$ cat src/rtl/nibble_serial_subtractor.sv
// Serial two's-complement subtractor: a - b computed one nibble per cycle with 4-bit carry lookahead.
// Build macro SUB_SATURATE_EN clamps d to the signed range when the subtraction overflows.
module nibble_serial_subtractor #(
    parameter int WIDTH = 16
) (
    input  logic             clk,
    input  logic             rst_n,
    input  logic             in_valid,
    output logic             in_ready,
    input  logic [WIDTH-1:0] a,
    input  logic [WIDTH-1:0] b,
    output logic             out_valid,
    input  logic             out_ready,
    output logic [WIDTH-1:0] d,
    output logic             borrow,
    output logic             ovf
);
    // state | meaning
    // IDLE  | waiting for operands, in_ready=1
    // RUN   | adding one nibble of a, ~b per cycle, LS nibble first
    // DONE  | result presented with out_valid=1 until out_ready
    localparam int NIB = WIDTH / 4;
    localparam int IDXW = (NIB > 1) ? $clog2(NIB) : 1;
    localparam logic [IDXW-1:0] LAST_IDX = IDXW'(NIB - 1);

    typedef enum logic [1:0] {IDLE, RUN, DONE} state_t;
    state_t state_q, state_d;

    logic [WIDTH-1:0] a_q, bn_q, d_q, d_next, d_fin;
    logic             carry_q, borrow_q, ovf_q;
    logic [IDXW-1:0]  idx_q;
    logic [IDXW+1:0]  sh;
    logic [3:0]       an, bn, g, p, c, sum;
    logic             cout, last, ovf_next;

    assign last = (idx_q == LAST_IDX);
    assign sh   = {idx_q, 2'b00};

    always_comb begin
        an  = 4'(a_q >> sh);
        bn  = 4'(bn_q >> sh);
        g   = an & bn;
        p   = an ^ bn;
        c[0] = carry_q;
        c[1] = g[0] | (p[0] & c[0]);
        c[2] = g[1] | (p[1] & g[0]) | (p[1] & p[0] & c[0]);
        c[3] = g[2] | (p[2] & g[1]) | (p[2] & p[1] & g[0]) | (p[2] & p[1] & p[0] & c[0]);
        cout = g[3] | (p[3] & g[2]) | (p[3] & p[2] & g[1]) | (p[3] & p[2] & p[1] & g[0])
             | (&p & c[0]);
        sum  = p ^ c;
        d_next = (d_q & ~(WIDTH'(4'hF) << sh)) | (WIDTH'(sum) << sh);
        // a and b differ in sign exactly when a and ~b share a sign bit
        ovf_next = (a_q[WIDTH-1] == bn_q[WIDTH-1]) && (sum[3] != a_q[WIDTH-1]);
    end

`ifdef SUB_SATURATE_EN
    localparam logic [WIDTH-1:0] MAX_POS = {1'b0, {(WIDTH-1){1'b1}}};
    localparam logic [WIDTH-1:0] MIN_NEG = {1'b1, {(WIDTH-1){1'b0}}};

    always_comb begin
        d_fin = d_next;
        if (ovf_next) d_fin = a_q[WIDTH-1] ? MIN_NEG : MAX_POS;
    end
`else
    assign d_fin = d_next;
`endif

    always_ff @(posedge clk or negedge rst_n) begin
        if (!rst_n) state_q <= IDLE;
        else        state_q <= state_d;
    end

    always_comb begin
        state_d   = state_q;
        in_ready  = 1'b0;
        out_valid = 1'b0;
        case (state_q)
            IDLE: begin
                in_ready = 1'b1;
                if (in_valid) state_d = RUN;
            end
            RUN: begin
                if (last) state_d = DONE;
            end
            DONE: begin
                out_valid = 1'b1;
                if (out_ready) state_d = IDLE;
            end
            default: state_d = IDLE;
        endcase
    end

    always_ff @(posedge clk or negedge rst_n) begin
        if (!rst_n) begin
            a_q      <= '0;
            bn_q     <= '0;
            d_q      <= '0;
            carry_q  <= 1'b0;
            idx_q    <= '0;
            borrow_q <= 1'b0;
            ovf_q    <= 1'b0;
        end else begin
            case (state_q)
                IDLE: begin
                    if (in_valid) begin
                        a_q     <= a;
                        bn_q    <= ~b;
                        carry_q <= 1'b1;
                        idx_q   <= '0;
                    end
                end
                RUN: begin
                    d_q     <= last ? d_fin : d_next;
                    carry_q <= cout;
                    idx_q   <= idx_q + 1'b1;
                    if (last) begin
                        borrow_q <= ~cout;
                        ovf_q    <= ovf_next;
                    end
                end
                default: ;
            endcase
        end
    end

    assign d      = d_q;
    assign borrow = borrow_q;
    assign ovf    = ovf_q;

endmodule

$ cat config.mk
export PLATFORM = sky130hd
export DESIGN_NAME = nibble_serial_subtractor
export DESIGN_NICKNAME = d
export VERILOG_FILES = /design/src/rtl/nibble_serial_subtractor.sv
export SDC_FILE = /design/constraint.sdc
export NUM_CORES = 1
export LEC_CHECK = 0
export ABC_AREA = 0
export CORE_ASPECT_RATIO = 1.5
export CORE_MARGIN = 2
export CORE_UTILIZATION = 49
export CTS_CLUSTER_SIZE = 40
export DETAILED_ROUTE_END_ITERATION = 12
export PLACE_DENSITY = 0.8
export SLEW_MARGIN = 20
export SYNTH_ARGS = -nofsm -noshare
export SYNTH_HDL_FRONTEND = slang
export SYNTH_SLANG_ARGS = --single-unit
$ cat constraint.sdc
create_clock -name clk -period 6.3 [get_ports clk]
set_clock_uncertainty 0.15 [all_clocks]
set_input_delay 1.26 -clock clk [delete_from_list [all_inputs] [get_ports clk]]
set_output_delay 1.26 -clock clk [all_outputs]
set_load 0.02 [all_outputs]
# Yosys cells after proc, flatten, opt, wreduce, memory -nomap -nowiden
# Cells that the tools add are included.
# totals
reg_bits	55
input_bits	36
output_inout_bits	20
word_cells	72
# classes
n_addsub	1
eq_ne	8
shift	4
muxes	10
bitwise_logic	33
reduce_logical	8
# ops
op	count
NOT 16 bit	2
>> shifter 16 x 4 -> 4 bit	2
AND 16 bit	1
OR 16 bit	1
<< shifter 4 x 4 -> 16 bit	1
<< shifter 4 x 4 -> 16 bit, first input constant	1
AND 1 bit	15
OR 1 bit	10
2-to-1 mux 2 bit	4
XOR 4 bit	2
inequality test 2 bit, second input constant	3
case mux 2 bit (3 select lines)	1
AND reduction 2 bit	3
AND 4 bit	1
equality test 2 bit, second input constant	2
case mux 2 bit (2 select lines)	1
AND reduction 4 bit	1
2-to-1 mux 1 bit	3
AND reduction 3 bit	1
adder 2 x 1 -> 2 bit, second input constant	1
equality test 2 x 1 -> 1 bit, second input constant	1
logical NOT 2 bit	1
case mux 1 bit (2 select lines)	1
nonzero test 2 bit	1
4 further kinds	4

# Longest topological paths before layout
# depth
depth_word	9
ltp_mapped	7
ltp_nobuf	6

# Least setup slack after synthesis
# OpenSTA, ideal clock, no wires.
# synth_path
kind	reg2reg
start	register idx_q[0]
end	register d_q[15] (netlist: d[15])
setup_time_ns	0.121
t_arrival_ns	2.251
t_required_ns	6.029
setup_slack_ns	3.778
stages_incl_launch_ff	8
path_buffers	1
synth_period_minus_slack_ns	2.522
cell_sequence	dfrtp_1 buf_6 mux4_2 ha_1 a41oi_1 o21ai_2 xor2_2 a22o_2
# synth_between
elab_chain_cells	9
word_cells_on_any_way	18
cone_classes	shift: 4; bitwise: 14
# synth_lines
element	line	text
start: declaration	31	logic [IDXW-1:0] idx_q;
start signal: assignment	115	idx_q <= idx_q + 1'b1;
>> shifter 16 x 4 -> 4 bit (on tied branches)	40, 41	
XOR 4 bit / AND 4 bit (equally long branches)	43, 42	
AND 1 bit	47	c[3] = g[2] | (p[2] & g[1]) | (p[2] & p[1] & g[0]) | (p[2] & p[1] & p[0] & c[0]);
OR 1 bit / AND 1 bit (equally long branches) (2 in series)	47	
OR 1 bit	47	
XOR 4 bit	50	sum = p ^ c;
<< shifter 4 x 4 -> 16 bit	51	d_next = (d_q & ~(WIDTH'(4'hF) << sh)) | (WIDTH'(sum) << sh);
OR 16 bit *	51	
end signal: assignment	113	d_q <= last ? d_fin : d_next;
end: declaration	29	logic [WIDTH-1:0] a_q, bn_q, d_q, d_next, d_fin;
# Mark *: on every way between the ends. The rest lies on a longest branch, timed or not.
# A chain may end at the register's enable or synchronous reset.

# Worst setup path after layout
# layout_path
start	register state_q[0]
end	output out_valid
# layout_between
elab_chain_cells	2
# layout_lines
element	line	text
start: declaration	27	state_t state_q, state_d;
start signal: assignment	70	else state_q <= state_d;
equality test 2 bit	77	case (state_q)
2-to-1 mux 1 bit	77	
end: declaration	12	output logic out_valid,
# Every way passes these cells.

==> impl_metrics.json <==
{
  "rows": 32,
  "grt_start_max_net_pins": 56,
  "antenna_found_initial": 0,
  "seq_area_frac_synth_pct": 54.27,
  "max-vdd-ir-drop_uv": 285.9,
  "synth_area_leader_cell": "dfrtp_1",
  "antenna_left": 0,
  "hpwl_mm": 3.690,
  "drt_first_pass_iters": 4,
  "setup_tns_ns": 0,
  "crit_path_max_fanout": 4,
  "post_cts_resized": 0,
  "min_period_ns": 2.951,
  "drive_gt1_share_pct": 9.677,
  "cap_violations": 0,
  "hold_viol": 0,
  "ys_types": 37,
  "fp.dieH_um": 92.11,
  "path_delay_family": "buffers and inverters",
  "crit_buf_inv": 2,
  "place_area_um2": 3102,
  "synth.most_common_cell": "nand2_1",
  "wirelength_mm": 4.789,
  "cts_tree": "done",
  "synth_fp_nets": 271,
  "antenna_cells": 0,
  "cts.root.buffer_cell": "clkbuf_8",
  "final_area_um2": 3183,
  "cts.sinks": 55,
  "whs_ns": 0.3311,
  "hold_buffers": 0,
  "core_area_um2": 5085,
  "fin_cells": 347,
  "syn_inst": 225,
  "finalCritPeriodShare_pct": 46.85,
  "gp_congestion": 0.8351,
  "powerDensity_nw_per_um2": 574.9,
  "fmax_mhz": 338.8,
  "post_cts_buffers": 0,
  "synth.avg_cell_area_um2": 11.27,
  "io_pins": 56,
  "syn_to_final_growth_pct": 25.51,
  "min_path_type": "flip-flop to flip-flop",
  "worst_setup_path_start_kind": "flip-flop",
  "cp-end-kind": "output pin",
  "placedCellCount": 339,
  "port_buffers": 55,
  "worstSetupPathType": "flip-flop to output pin",
  "wl_per_cell_um": 13.80,
  "grt_pass1_vias": 1789,
  "drt_iter0_drc": 50,
  "async_flop_share_pct": 100.0,
  "layout_setup_ws_ns": 3.349,
  "place_ws_ns": 3.370,
  "grt_util_all_layers_pct": 18.44,
  "num_vias": 1796,
  "clockBufferDepth": 2,
  "drc": 0,
  "h-tree-depth": 2,
  "yosys_warnings": 0,
  "timing.slew.headroom_pct": 48.91,
  "ys_seq_elements": 55,
  "critPathSlowestCell": "clkdlybuf4s50_1",
  "drv_slew": 0,
  "vias_per_cell": 5.176,
  "yosys-top-cells-area": "dfrtp_1 (54%), nand2_1 (11%), mux4_2 (7.1%)",
  "outcome": "complete, no violations",
  "clkLatencyLatePin_ns": 0.31,
  "clkSlewWorstSetupHoldPaths_ns": 0.09,
  "cp.arrival_ns": 1.54,
  "p_leak_nw": 1.476,
  "netlist_top_cells_count": "nand2_1 (71), dfrtp_1 (55), o21ai_0 (21)",
  "synth_edf_count": 0,
  "worstPathRequired_ns": 4.89,
  "synthFlopType": "dfrtp_1",
  "worst_pin_slew_ns": 0.7663,
  "rsz0062_at_grt": "no",
  "synth_top_area_share_pct": 54.27,
  "syn_area_um2": 2536,
  "finalSetupViolations": 0,
  "grt_overflow_total": 0,
  "die_x_um": 62.74,
  "crit_chain": "nand2b_1 > inv_1 > clkdlybuf4s50_1",
  "cts_buffers": 5,
  "finalNetCount": 324,
  "critPathMaxStageDelay_ns": 0.59,
  "start_util_pct": 49.88,
  "grt_pass1_wl_mm": 8.314,
  "dieArea_um2": 5779
}
[cell type report]
| cell class | instances | area, um2 |
|---|---|---|
| Tap cell | 68 | 85.08 |
| Sequential cell | 55 | 1376 |
| Multi-Input combinational cell | 155 | 1065 |
| Clock buffer | 7 | 76.32 |
| Fill cell | 429 | 1902 |
| Inverter | 4 | 15.01 |
| Timing Repair Buffer | 57 | 560.5 |
| Clock inverter | 1 | 5.005 |
[power breakdown]
group          total, mW  internal, mW  switching (mW)
sequential         0.663         0.522           0.140
combinational      0.982         0.456           0.526
clock              0.185        0.0783           0.107
[worst reg2reg max path: stages (launching register included)]
cell and delay [ns]:
dfrtp_1 0.85, mux4_2 0.65, ha_1 0.33, a41oi_1 0.25, o21ai_2 0.14, xor2_2 0.19
a22o_1 0.22
[kinds of logic (layout without fill, tap and decap cells)]
family / count (synthesis) / count (layout) / share of synthesized area [%]
AO/OA/AOI/OAI: 46 / 46 / 12.43
AND/OR/NAND/NOR: 87 / 87 / 15.44
XOR/XNOR: 3 / 3 / 1.332
buffers and inverters: 15 / 69 / 3.749
flip-flops: 55 / 55 / 54.27
multiplexers: 9 / 9 / 7.548
adder cells (fa/ha/maj): 10 / 10 / 5.230
[layer usage]
metal	GRT usage (%)	wire length, um	vias up
li1	-	-	879
met1	22.50	2021	856
met2	31.81	2452	49
met3	2.699	160	12
met4	9.074	155	0
met5	0	0	-
[stage by stage]
step                      total power [mW]  util [%]
final                                1.830     62.60
after detailed placement             1.658     61.00
after global routing                 1.969     62.60
after CTS                            1.836     62.60
after global placement               1.627     61.00
after floorplan                      1.377         -
[placed cells by master (no fill, tap or decap), types with 2 or more instances in the layout]
cell type and count:
clkdlybuf4s50_1 54, nor3_2 2, nor2_1 2, clkbuf_8 5, ha_1 9, o21ai_0 21
buf_4 2, a22o_1 15, dfrtp_1 55, inv_1 4, nand2b_1 2, mux4_2 8
a21oi_1 2, nand2_1 71, clkbuf_1 2, nand3_1 2, nor3_4 2
[final timing paths]
check / slack, ns / endpoint / from / depth (start not counted)
min reg2reg: 0.33 / a_q[1]$_DFFE_PN0P_ / a_q[1]$_DFFE_PN0P_ / 2
max in group asynchronous: 4.64 / bn_q[5]$_DFFE_PN0P_ / rst_n / 2
max reg2reg: 3.41 / d[3]$_DFFE_PN0P_ / idx_q[0]$_DFFE_PN0P_ / 6
min: 0.33 / a_q[1]$_DFFE_PN0P_ / a_q[1]$_DFFE_PN0P_ / 2
max: 3.35 / out_valid / state_q[0]$_DFFE_PN0P_ / 3
min in group asynchronous: 0.91 / state_q[1]$_DFFE_PN0P_ / rst_n / 2
[sequential cells by signal, summed over array words and instances, names as in the netlist]
name and flops:
a_q 16, bn_q 16, borrow 1, carry_q 1, d 16, idx_q 2, ovf 1, state_q 2
Note: power is estimated with default switching activity, not from simulation.
